File: config.mk
export PLATFORM = sky130hd
export DESIGN_NAME = hub75_rx
export DESIGN_NICKNAME = d
export VERILOG_FILES = /design/src/rtl/hub75_rx.sv
export SDC_FILE = /design/constraint.sdc
export NUM_CORES = 1
export LEC_CHECK = 0
export BUFFER_PORTS_ARGS = -buffer_cell sky130_fd_sc_hd__clkbuf_2
export CORE_AREA = 2 2 234 236
export CTS_CLUSTER_DIAMETER = 120
export CTS_CLUSTER_SIZE = 25
export DETAILED_ROUTE_END_ITERATION = 8
export DIE_AREA = 0 0 236 238
export GPL_ROUTABILITY_DRIVEN = 0
export PLACE_DENSITY = 0.78
export SETUP_SLACK_MARGIN = 0.1
export SKIP_LAST_GASP = 1
export SLEW_MARGIN = 30
export SYNTH_ARGS = -nofsm -noshare
export SYNTH_HDL_FRONTEND = slang
export SYNTH_SLANG_ARGS = --single-unit
export TNS_END_PERCENT = 10
File: constraint.sdc
create_clock -name CLK -period 5.95 [get_ports CLK]
set_clock_uncertainty 0.1 [all_clocks]
set_input_delay 0.2975 -clock CLK [delete_from_list [all_inputs] [get_ports CLK]]
set_output_delay 0.2975 -clock CLK [all_outputs]
set_load 0.05 [all_outputs]
File: src/rtl/hub75_rx.sv
// HUB75 panel-bus receiver: captures shifted pixel lines into ping-pong line
// buffers and replays each latched line as a valid/ready word stream on CLK.
module hub75_rx #(
    parameter int COLS = 64
) (
    input  logic       CLK,
    input  logic       resetn,
    input  logic       SCLK,
    input  logic       LATCH,
    input  logic       BLANK,
    input  logic [4:0] ADDR,
    input  logic [2:0] RGB0,
    input  logic [2:0] RGB1,
    output logic       px_valid,
    input  logic       px_ready,
    output logic [5:0] px_data,
    output logic [5:0] px_col,
    output logic [4:0] px_row,
    output logic       px_last,
    output logic [6:0] line_len,
    output logic       ovf,
    output logic       blank_s
);

    localparam int         IW       = (COLS > 1) ? $clog2(COLS) : 1;
    localparam logic [6:0] COLS_W   = 7'(COLS);
    localparam logic [5:0] LAST_COL = 6'(COLS - 1);
    localparam logic [6:0] EDGE_MAX = 7'd127;

    typedef enum logic {
        IDLE = 1'b0,
        SEND = 1'b1
    } state_t;

    logic       sclk_meta_q, sclk_sync_q, sclk_prev_q;
    logic       latch_meta_q, latch_sync_q, latch_prev_q;
    logic       blank_meta_q, blank_sync_q;
    logic [4:0] addr_meta_q, addr_sync_q;
    logic [5:0] rgb_meta_q, rgb_sync_q;

    logic [6:0] col_cnt_q, col_cnt_d;
    logic [6:0] edge_cnt_q, edge_cnt_d;
    logic       fill_sel_q, fill_sel_d;
    logic       ovf_q, ovf_d;

    state_t     state_q, state_d;
    logic       px_valid_q, px_valid_d;
    logic [5:0] px_data_q, px_data_d;
    logic [5:0] px_col_q, px_col_d;
    logic [4:0] px_row_q, px_row_d;
    logic       px_last_q, px_last_d;
    logic [6:0] line_len_q, line_len_d;

    logic [5:0] mem_q [2][COLS];

    logic       sclk_rise_s, latch_rise_s, wr_en_s;
    logic       accept_s, drain_free_s, commit_s;
    logic [IW-1:0] wr_idx_s;
    logic [6:0] edge_inc_s;
    logic [5:0] head_pix_s, rd_pix_s, rd_col_s;

    // Two-flop synchronizers plus previous-value flops for edge detection
    always_ff @(posedge CLK or negedge resetn) begin
        if (!resetn) begin
            sclk_meta_q  <= 1'b0;
            sclk_sync_q  <= 1'b0;
            sclk_prev_q  <= 1'b0;
            latch_meta_q <= 1'b0;
            latch_sync_q <= 1'b0;
            latch_prev_q <= 1'b0;
            blank_meta_q <= 1'b0;
            blank_sync_q <= 1'b0;
            addr_meta_q  <= 5'd0;
            addr_sync_q  <= 5'd0;
            rgb_meta_q   <= 6'd0;
            rgb_sync_q   <= 6'd0;
        end else begin
            sclk_meta_q  <= SCLK;
            sclk_sync_q  <= sclk_meta_q;
            sclk_prev_q  <= sclk_sync_q;
            latch_meta_q <= LATCH;
            latch_sync_q <= latch_meta_q;
            latch_prev_q <= latch_sync_q;
            blank_meta_q <= BLANK;
            blank_sync_q <= blank_meta_q;
            addr_meta_q  <= ADDR;
            addr_sync_q  <= addr_meta_q;
            rgb_meta_q   <= {RGB1, RGB0};
            rgb_sync_q   <= rgb_meta_q;
        end
    end

    assign sclk_rise_s  = sclk_sync_q & ~sclk_prev_q;
    assign latch_rise_s = latch_sync_q & ~latch_prev_q;
    assign wr_en_s      = sclk_rise_s & (col_cnt_q < COLS_W);
    assign wr_idx_s     = col_cnt_q[IW-1:0];
    assign edge_inc_s   = (sclk_rise_s && (edge_cnt_q != EDGE_MAX)) ? edge_cnt_q + 7'd1 : edge_cnt_q;
    assign accept_s     = px_valid_q & px_ready;
    // The drain is free either when idle or when its last word leaves this very cycle
    assign drain_free_s = (state_q == IDLE) | (accept_s & px_last_q);
    assign commit_s     = latch_rise_s & drain_free_s;

    // A pixel landing on column 0 in the commit cycle is forwarded past the buffer
    assign head_pix_s = (wr_en_s && (col_cnt_q == 7'd0)) ? rgb_sync_q : mem_q[fill_sel_q][IW'(0)];
    assign rd_col_s   = px_col_q + 6'd1;
    assign rd_pix_s   = mem_q[~fill_sel_q][rd_col_s[IW-1:0]];

    // Line buffer write port; contents are deliberately left unreset
    always_ff @(posedge CLK) begin
        if (wr_en_s) begin
            mem_q[fill_sel_q][wr_idx_s] <= rgb_sync_q;
        end
    end

    // Fill-side next state: column/edge counters, buffer select, overflow
    always_comb begin
        col_cnt_d  = col_cnt_q;
        edge_cnt_d = edge_cnt_q;
        fill_sel_d = fill_sel_q;
        ovf_d      = ovf_q;
        if (latch_rise_s) begin
            col_cnt_d  = 7'd0;
            edge_cnt_d = 7'd0;
            if (commit_s) begin
                fill_sel_d = ~fill_sel_q;
            end else begin
                ovf_d = 1'b1;
            end
        end else begin
            edge_cnt_d = edge_inc_s;
            if (wr_en_s) begin
                col_cnt_d = col_cnt_q + 7'd1;
            end else begin
                col_cnt_d = col_cnt_q;
            end
        end
    end

    // Fill-side state registers
    always_ff @(posedge CLK or negedge resetn) begin
        if (!resetn) begin
            col_cnt_q  <= 7'd0;
            edge_cnt_q <= 7'd0;
            fill_sel_q <= 1'b0;
            ovf_q      <= 1'b0;
        end else begin
            col_cnt_q  <= col_cnt_d;
            edge_cnt_q <= edge_cnt_d;
            fill_sel_q <= fill_sel_d;
            ovf_q      <= ovf_d;
        end
    end

    // Drain FSM next state and registered word outputs
    always_comb begin
        state_d    = state_q;
        px_valid_d = px_valid_q;
        px_data_d  = px_data_q;
        px_col_d   = px_col_q;
        px_row_d   = px_row_q;
        px_last_d  = px_last_q;
        line_len_d = line_len_q;
        case (state_q)
            IDLE: begin
                if (commit_s) begin
                    state_d    = SEND;
                    px_valid_d = 1'b1;
                    px_col_d   = 6'd0;
                    px_last_d  = (LAST_COL == 6'd0);
                    px_row_d   = addr_sync_q;
                    line_len_d = edge_inc_s;
                    px_data_d  = (edge_inc_s != 7'd0) ? head_pix_s : 6'd0;
                end else begin
                    px_valid_d = 1'b0;
                end
            end
            SEND: begin
                if (accept_s && px_last_q) begin
                    if (commit_s) begin
                        px_valid_d = 1'b1;
                        px_col_d   = 6'd0;
                        px_last_d  = (LAST_COL == 6'd0);
                        px_row_d   = addr_sync_q;
                        line_len_d = edge_inc_s;
                        px_data_d  = (edge_inc_s != 7'd0) ? head_pix_s : 6'd0;
                    end else begin
                        state_d    = IDLE;
                        px_valid_d = 1'b0;
                        px_last_d  = 1'b0;
                    end
                end else if (accept_s) begin
                    px_col_d  = rd_col_s;
                    px_last_d = (rd_col_s == LAST_COL);
                    px_data_d = ({1'b0, rd_col_s} < line_len_q) ? rd_pix_s : 6'd0;
                end else begin
                    px_valid_d = 1'b1;
                end
            end
            default: begin
                state_d    = IDLE;
                px_valid_d = 1'b0;
                px_last_d  = 1'b0;
            end
        endcase
    end

    // Drain FSM and output registers
    always_ff @(posedge CLK or negedge resetn) begin
        if (!resetn) begin
            state_q    <= IDLE;
            px_valid_q <= 1'b0;
            px_data_q  <= 6'd0;
            px_col_q   <= 6'd0;
            px_row_q   <= 5'd0;
            px_last_q  <= 1'b0;
            line_len_q <= 7'd0;
        end else begin
            state_q    <= state_d;
            px_valid_q <= px_valid_d;
            px_data_q  <= px_data_d;
            px_col_q   <= px_col_d;
            px_row_q   <= px_row_d;
            px_last_q  <= px_last_d;
            line_len_q <= line_len_d;
        end
    end

    assign px_valid = px_valid_q;
    assign px_data  = px_data_q;
    assign px_col   = px_col_q;
    assign px_row   = px_row_q;
    assign px_last  = px_last_q;
    assign line_len = line_len_q;
    assign ovf      = ovf_q;
    assign blank_s  = blank_sync_q;

endmodule

==> impl_summary.txt, run 1 <==
----------------------------------------------------
[Status]
  Result of the run ... complete, no violations

[Power]
  Reported net switching power ... about 0.0032 W
  Power density of the placed cells ... 330 mW/mm2
  IR drop worst, VDD ... 0.254 mV
  Switching power share of the total ... about 28%
  Static leakage ... about 11 nW
  Sequential fraction of design power ... 57.1%
  Clock Power Share ... 25.5%
  Cell internal power dissipation ... 0.00838 W
  Logic gate share of total power ... 17.4%

[Yosys]
  Gate count after technology mapping ... between 1500 and 2000
  Share of the yosys chip area belonging to registers ... 75.3%
  FFs w/ async S/R, synth ... 8.68%
  Netlist area before placement ... 0.0331 mm2
  Post-synth EDFFs ... ~770
  Yosys cell types ... 53
  Number of storage elements in the synthesis netlist ... 841
  Total nets after synthesis ... 1741
  Synth area leaders ... sky130_fd_sc_hd__edfxtp_1 (70%), sky130_fd_sc_hd__mux4_2 (13%), sky130_fd_sc_hd__dfrtp_1 (5.5%), sky130_fd_sc_hd__nor2_1 (2.0%), sky130_fd_sc_hd__nand2_1 (1.1%)
  Number of synthesis warnings ... 0
  Share of the synthesized area in the top cell type ... 69.8%
  Cell type with the highest aggregate area in the netlist ... sky130_fd_sc_hd__edfxtp_1
  Primary flip-flop cell chosen by synthesis mapping ... sky130_fd_sc_hd__edfxtp_1
  Avg Cell Area, Syn ... about 19 um2

[Hold path]
  Startpoint of the tightest hold check path ... px_ready
  Worst min path class ... primary input to register
  Hold depth ... 3
  Hold EP ... px_last

[Cells and area]
  Post-layout nets ... 1778
  Number of antenna cells inserted ... 0
  Share of cells above drive strength 1 ... between 10% and 20%
  Area overhead of the layout relative to synthesis ... 6.66%
  Post-route cell area ... 0.0353 mm2

[Clocking]
  Number of hold-repair buffers added at the cts stage ... 15
  # Post-CTS Setup Buffers ... 0
  Clock tree from TritonCTS ... done
  Clock tree root buffer cell ... sky130_fd_sc_hd__clkbuf_16
  Clock buffer depth ... 3
  Clock transition at path regs ... 100 ps
  CTS-repair resized insts ... 0
  Skew-Pair Late Insertion Delay ... about 600 ps
  Total clock buffers created by CTS ... 39
  Clock Sinks ... around 840
  CTS HTree Levels ... 2

[Critical path]
  Worst-path cell with the longest stage delay ... sky130_fd_sc_hd__o41ai_1
  WP data required ... 6290 ps
  R2R cell count ... 8
  Category of the worst setup path capture point ... register
  Register-to-register setup slack ... approximately 1700 ps
  Destination of the worst register-to-register timing path ... px_data[2]
  Critical Path Fanout Max ... between 70 and 80
  Startpoint of the worst-slack reg-to-reg timing path ... px_col[0]
  Beginning of the critical path ... px_col[0]
  Number of buffers and inverters on the critical path ... 2
  Critical path data arrival time ... 4560 ps
  Type of the worst setup path ... register to register
  Critical Path Start Type ... register
  Cells traversed along the worst timing path ... inv_2, ha_2, buf_4, nand2_1, o22ai_1, nor3_1, o41ai_1, o211ai_1
  Largest delay contributor family on the critical path ... compound AO/OA/AOI/OAI gates
  Delay of the slowest critical-path stage ... 820 ps

[Floorplanning]
  Die outline height ... 238 um
  Top Ports ... 45
  Total die area ... 0.0562 mm2
  Starting utilization of the core area ... 61.8%
  Total number of placement rows ... 85
  Width of the die ... 236 um
  Placeable core region ... approximately 0.053 mm2

[Timing]
  Count of final max-slew check failures ... 0
  Worst Tran Pin Value ... 1010 ps
  Worst-case hold slack ... ~43 ps
  Final cycle utilization of the critical path ... roughly 71%
  RSZ-0062 raised after global routing ... no
  Setup total negative slack ... 0 ps
  Maximum clock frequency ... 0.237 GHz
  Final Setup Violations ... 0
  Hold Vio Cnt, Final ... 0
  Remaining max-slew budget at the tightest pin ... 32.5%
  Final critical-path required period ... 4230 ps

[Global routing]
  Vias in the first global route ... approximately 17000
  Antenna violations before repair ... 0
  Global-route wire length before repair ... 109000 um
  Aggregate global routing overflow ... 0
  Pin count of the biggest net entering global routing ... 91
  Global-route total usage across every layer ... 26.4%

[Drt]
  Wirelength per Cell ... between 20 and 30 um
  Detailed-route vias per instance ... 6.83
  Number of violations reported at the end of detailed-routing iteration 0 ... 2392
  Total via count after detailed routing ... ~17000
  Wire length after detailed routing ... 72500 um
  First-pass detailed-route iteration total ... 7
  Antenna Nets Post-Route ... 0
  Residual DRC count ... 0

[Placement]
  Post-DP Area ... 0.0339 mm2
  Half-perimeter wire length after placement ... 45400 um
  Count of buffers from port buffering ... 44

[Flow run]
  Maximum Capacitance Violations ... 0

----------------------------------------------------
-- tightest hold or removal path, stage by stage --
cell and delay [ps]:
sky130_fd_sc_hd__clkbuf_2 120, sky130_fd_sc_hd__a31oi_1 110, sky130_fd_sc_hd__a21o_1 170
-- power groups by stage --
| stage | clock network (W) | registers [W] | logic, W |
|---|---|---|---|
| detailed placement | 0 | 0.00679 | 0.00194 |
| floorplan | 0 | 0.00685 | 0.00112 |
| finish | 0.00296 | 0.00664 | 0.00202 |
| CTS | 0.00299 | 0.00665 | 0.00195 |
| global route | 0.00318 | 0.00665 | 0.00208 |
| global placement | 0 | 0.00678 | 0.00190 |
-- cell usage in the layout, fill, tap and decap left out, types with 20 or more instances in the layout --
master and count:
sky130_fd_sc_hd__dfrtp_1 65, sky130_fd_sc_hd__clkbuf_16 39, sky130_fd_sc_hd__nand2_1 93, sky130_fd_sc_hd__a22oi_1 23, sky130_fd_sc_hd__edfxtp_1 768, sky130_fd_sc_hd__nor2_1 178
sky130_fd_sc_hd__mux2i_1 34, sky130_fd_sc_hd__clkbuf_2 43, sky130_fd_sc_hd__clkbuf_1 22, sky130_fd_sc_hd__a21oi_1 21, sky130_fd_sc_hd__o21ai_0 20, sky130_fd_sc_hd__mux4_2 187
sky130_fd_sc_hd__buf_4 22, sky130_fd_sc_hd__nand3_1 30
-- registers in the layout (all words and copies together), names as in the netlist, 5 cells and up --
signal,cells
mem_q,768
col_cnt_q,7
edge_cnt_q,7
line_len,7
px_col,6
px_data,6
rgb_meta_q,6
rgb_sync_q,6
addr_meta_q,5
addr_sync_q,5
px_row,5
-- cell type report --
cell class	instances	area (um2)
sequential	841	24900
inverter	14	52.6
fill	3343	18200
tap	696	871
multi-input combinational	769	7680
clock inverter	2	20.0
timing repair buffer	86	657
clock buffer	61	1060
-- stage by stage --
| stage | total power [W] | setup slack (ps) | std cells | utilization [%] |
|---|---|---|---|---|
| 2_1_floorplan | 0.00797 | 2070 | 1714 | - |
| 3_3_place_gp | 0.00868 | 1760 | 2388 | 63.4 |
| 3_5_place_dp | 0.00873 | 1840 | 2388 | 63.5 |
| 4_1_cts | 0.0116 | 1840 | 2466 | 65.8 |
| 5_1_grt | 0.0119 | 1660 | 2469 | 65.9 |
| 6_report | 0.0116 | 1720 | 2469 | 65.9 |
-- worst max path at each step --
stage,to,depth (start not counted)
6_report,px_data[2],8
5_1_grt,px_data[1],8
4_1_cts,px_data[0],8
3_5_place_dp,px_data[5],9
3_3_place_gp,px_data[4],9
2_1_floorplan,px_data[1],15
-- cells in the mapped netlist, types with 9 or more instances --
cell type,number
sky130_fd_sc_hd__mux2_2,11
sky130_fd_sc_hd__dfrtp_1,73
sky130_fd_sc_hd__o21ai_0,21
sky130_fd_sc_hd__nand3_1,30
sky130_fd_sc_hd__mux4_2,187
sky130_fd_sc_hd__nor2_1,180
sky130_fd_sc_hd__a22oi_1,23
sky130_fd_sc_hd__inv_1,12
sky130_fd_sc_hd__a21oi_1,21
sky130_fd_sc_hd__nor3_1,12
sky130_fd_sc_hd__buf_4,9
sky130_fd_sc_hd__buf_2,19
sky130_fd_sc_hd__clkbuf_1,49
sky130_fd_sc_hd__o22ai_1,9
sky130_fd_sc_hd__ha_1,10
sky130_fd_sc_hd__edfxtp_1,768
sky130_fd_sc_hd__mux2i_1,34
sky130_fd_sc_hd__and3_1,11
sky130_fd_sc_hd__a311oi_1,10
sky130_fd_sc_hd__nand2_1,95
-- cells by family (layout without fill, tap and decap cells) --
kind of cell             after synthesis  in the layout  share of synthesized area [%]
multiplexers                         237            237                           14.5
AO/OA/AOI/OAI                        142            142                           3.09
buffers and inverters                104            163                           1.58
XOR/XNOR                              11             11                          0.337
adder cells (fa/ha/maj)               10             10                          0.378
AND/OR/NAND/NOR                      369            369                           4.78
flip-flops                           841            841                           75.3
-- routing by layer --
layer	track usage [%]	part of all wire, %	vias up
met5	0	0	-
met4	9.55	3.8	0
met3	4.15	9.6	168
met2	41.6	48	981
met1	38.3	39	8754
li1	-	-	6966
(Power assumes the default switching activity.)
==> run 2, diff against run 1 <==
ABC_AREA = 1   (was not set)
CORE_AREA = 2 2 240 242   (was 2 2 234 236)
DIE_AREA = 0 0 242 244   (was 0 0 236 238)
clock period = 4.3 ns   (was 5.95 ns; I/O delays follow)
==> impl_summary.txt, run 2 <==
----------------------------------------------------
[Drt]
  Residual DRC count ... 0 (unchanged)
  Wire length after detailed routing ... 82900 um (+14%)
  Number of violations reported at the end of detailed-routing iteration 0 ... 3552 (+48%)
  Total via count after detailed routing ... 23400 (+39%)
  Wirelength per Cell ... 21.6 um (-27%)
  Detailed-route vias per instance ... 6.08 (-11%)
  Antenna Nets Post-Route ... 0 (unchanged)
  First-pass detailed-route iteration total ... 6 (-1)

[Clocking]
  Skew-Pair Late Insertion Delay ... 610 ps (about the same)
  # Post-CTS Setup Buffers ... 0 (unchanged)
  CTS-repair resized insts ... 0 (unchanged)
  Clock buffer depth ... 3 (unchanged)
  Clock tree root buffer cell ... sky130_fd_sc_hd__clkbuf_16
  Clock Sinks ... 841 (unchanged)
  Clock tree from TritonCTS ... done
  CTS HTree Levels ... 2 (unchanged)
  Clock transition at path regs ... 110 ps (about the same)
  Total clock buffers created by CTS ... 39 (unchanged)
  Number of hold-repair buffers added at the cts stage ... 16 (+1)

[Placement]
  Half-perimeter wire length after placement ... 50700 um (+12%)
  Post-DP Area ... 0.0355 mm2 (+4.7%)
  Count of buffers from port buffering ... 44 (unchanged)

[Critical path]
  Number of buffers and inverters on the critical path ... 2 (unchanged)
  WP data required ... 4750 ps (-1540 ps)
  Critical path data arrival time ... 3710 ps (-850 ps)
  Cell mode on critical path ... sky130_fd_sc_hd__nand2_1
  Critical Path Start Type ... register
  Type of the worst setup path ... register to register
  Delay of the slowest critical-path stage ... 540 ps (-280 ps)
  Worst-path cell with the longest stage delay ... sky130_fd_sc_hd__dfrtp_4
  Register-to-register setup slack ... 1040 ps (-680 ps)
  Category of the worst setup path capture point ... register
  Critical Path Fanout Max ... 15 (-80%)
  R2R cell count ... 13 (+5)
  Cells traversed along the worst timing path ... ha_1, nand3_1, xor2_1, buf_4, inv_1, ha_1, a21oi_1, o31ai_1, nor3_1, nand3_1, nand2_1, nand2_1, nand2_1
  Startpoint of the worst-slack reg-to-reg timing path ... px_col[0]
  Largest delay contributor family on the critical path ... simple AND/OR/NAND/NOR gates
  Destination of the worst register-to-register timing path ... px_data[2]

[Flow run]
  Maximum Capacitance Violations ... 0 (unchanged)

[Cells and area]
  Commonest non-fill, non-tap cells in the layout ... sky130_fd_sc_hd__nand2_1 (1058), sky130_fd_sc_hd__edfxtp_1 (768), sky130_fd_sc_hd__nand3_1 (620)
  Number of antenna cells inserted ... 0 (unchanged)
  Post-route cell area ... 0.0369 mm2 (+4.6%)
  Largest Register ... mem_q
  Largest register FFs ... 768 (unchanged)
  Share of cells above drive strength 1 ... 5.11% (-14 points)
  Area overhead of the layout relative to synthesis ... 6.15%
  Post-layout nets ... 3093 (+74%)
  Most common cell after layout, fill and taps aside ... sky130_fd_sc_hd__nand2_1

[Timing]
  Worst Tran Pin Value ... 944 ps (-68.8 ps)
  Maximum clock frequency ... 0.307 GHz (+30%)
  RSZ-0062 raised after global routing ... no
  Count of final max-slew check failures ... 0 (unchanged)
  Hold Vio Cnt, Final ... 0 (unchanged)
  Final cycle utilization of the critical path ... 75.8% (+4.7 points)
  Final Setup Violations ... 0 (unchanged)
  Final critical-path required period ... 3260 ps (-968 ps)
  Remaining max-slew budget at the tightest pin ... 36.7% (+4.2 points)
  Setup total negative slack ... 0 ps (unchanged)

[Floorplanning]
  Placeable core region ... 0.0562 mm2 (+5.0%)
  Die outline height ... 244 um (+2.5%)
  Total die area ... 0.0590 mm2 (+5.1%)
  Starting utilization of the core area ... 61.8% (about the same)
  Width of the die ... 242 um (+2.5%)
  Top Ports ... 45 (unchanged)
  Total number of placement rows ... 87 (+2.4%)

[Yosys]
  Area share of fa/ha/maj cells after synthesis ... 0.360% (-0.018 points)
  Primary flip-flop cell chosen by synthesis mapping ... sky130_fd_sc_hd__edfxtp_1
  Area fraction in compound gates after synthesis ... 1.48% (-1.6 points)
  Gate count after technology mapping ... 3112 (+82%)
  Share of the synthesized area in the top cell type ... 66.4% (-3.4 points)
  Avg Cell Area, Syn ... 11.2 um2 (-42%)
  Netlist area before placement ... 0.0347 mm2 (+5.1%)
  Total nets after synthesis ... 3139 (+80%)
  FFs w/ async S/R, synth ... 8.68% (unchanged)
  Number of storage elements in the synthesis netlist ... 841 (unchanged)
  Leading cell type by number of instances after synthesis ... sky130_fd_sc_hd__nand2_1
  Simple logic cell fraction of the synthesized area ... 23.3% (+19 points)
  Post-synth EDFFs ... 768 (unchanged)
  Main combinational cell family by area after synthesis ... simple AND/OR/NAND/NOR gates
  Cell type with the highest aggregate area in the netlist ... sky130_fd_sc_hd__edfxtp_1
  Share of the yosys chip area belonging to registers ... 71.6% (-3.6 points)
  Synth area leaders ... sky130_fd_sc_hd__edfxtp_1 (66%), sky130_fd_sc_hd__nand2_1 (11%), sky130_fd_sc_hd__nand3_1 (8.9%), sky130_fd_sc_hd__dfrtp_1 (5.3%), sky130_fd_sc_hd__nor2_1 (2.4%)
  Mux cell area share after synthesis ... 0% (-15 points)
  Synth cell count leaders ... sky130_fd_sc_hd__nand2_1 (1058), sky130_fd_sc_hd__edfxtp_1 (768), sky130_fd_sc_hd__nand3_1 (620)
  Number of synthesis warnings ... 0 (unchanged)
  XOR/XNOR share of the synthesized area ... 0.151% (-0.19 points)
  Yosys cell types ... 33 (-38%)

[Global routing]
  Global-route total usage across every layer ... 28.2% (+1.8 points)
  Global-route wire length before repair ... 128000 um (+18%)
  Pin count of the biggest net entering global routing ... 204 (+120%)
  Antenna violations before repair ... 0 (unchanged)
  Vias in the first global route ... 22000 (+31%)
  Aggregate global routing overflow ... 0 (unchanged)

[Hold path]
  Worst min path class ... primary input to asynchronous set/reset pin

[Power]
  Switching power share of the total ... 41.9% (+14 points)
  Power density of the placed cells ... 619 mW/mm2 (+88%)
  Cell internal power dissipation ... 0.0133 W (+58%)
  Clock Power Share ... 18.3% (-7.2 points)
  Logic gate share of total power ... 40.9% (+24 points)
  Sequential fraction of design power ... 40.8% (-16 points)
  Reported net switching power ... 0.00956 W (+190%)
  Static leakage ... 13.4 nW (+18%)
  IR drop worst, VDD ... 0.587 mV (+130%)

[Status]
  Result of the run ... complete, no violations

----------------------------------------------------
run 2: cells by family after synthesis:
| kind of cell | after synthesis |
|---|---|
| flops | 841 |
| simple gates | 1926 |
| fa+ha+maj | 10 |
| xor+xnor | 6 |
| buf+inv | 233 |
| compound gates | 96 |
run 2: metrics by stage:
stage	setup slack [ps]	total power [W]	instances	hold slack [ps]	util, %
6_report	1040	0.0228	3846	105	65.6
5_1_grt	786	0.0239	3846	142	65.6
3_5_place_dp	1080	0.0185	3764	225	63.3
4_1_cts	1050	0.0226	3845	145	65.6
2_1_floorplan	803	0.0156	3112	-181	-
3_3_place_gp	1140	0.0183	3764	223	63.2
run 2: power by group through the flow:
| stage | Clock, W | Sequential (W) | Combinational [W] |
|---|---|---|---|
| finish | 0.00418 | 0.00931 | 0.00933 |
| global route | 0.00451 | 0.00933 | 0.0100 |
| CTS | 0.00423 | 0.00930 | 0.00903 |
| detailed placement | 0 | 0.00949 | 0.00897 |
| global placement | 0 | 0.00947 | 0.00885 |
| floorplan | 0 | 0.00969 | 0.00590 |
run 2: area by class of cell:
type	instances	area [um2]
multi-input cells	2038	8870
clock buffers	64	1110
inverters	49	196
flip-flops and latches	841	24900
well taps	756	946
fillers	4123	19300
repair buffers	97	817
clock inverters	1	11.3
run 2: worst max path at each step:
stage / start / to / slack (ps) / depth (start not counted)
floorplan: px_col[0] / px_data[5] / 800 / 17
global placement: px_col[0] / px_data[5] / 1140 / 13
detailed placement: px_col[0] / px_data[0] / 1080 / 12
CTS: px_col[0] / px_data[0] / 1050 / 12
global route: px_col[0] / px_data[5] / 790 / 13
finish: px_col[0] / px_data[2] / 1040 / 13
run 2: layer usage:
layer	wire [um]	share of wire [%]	global-route usage, %
met2	39000	47	44.4
met3	8880	11	5.79
met5	0	0	0
met4	3560	4.3	11.6
met1	31500	38	39.0
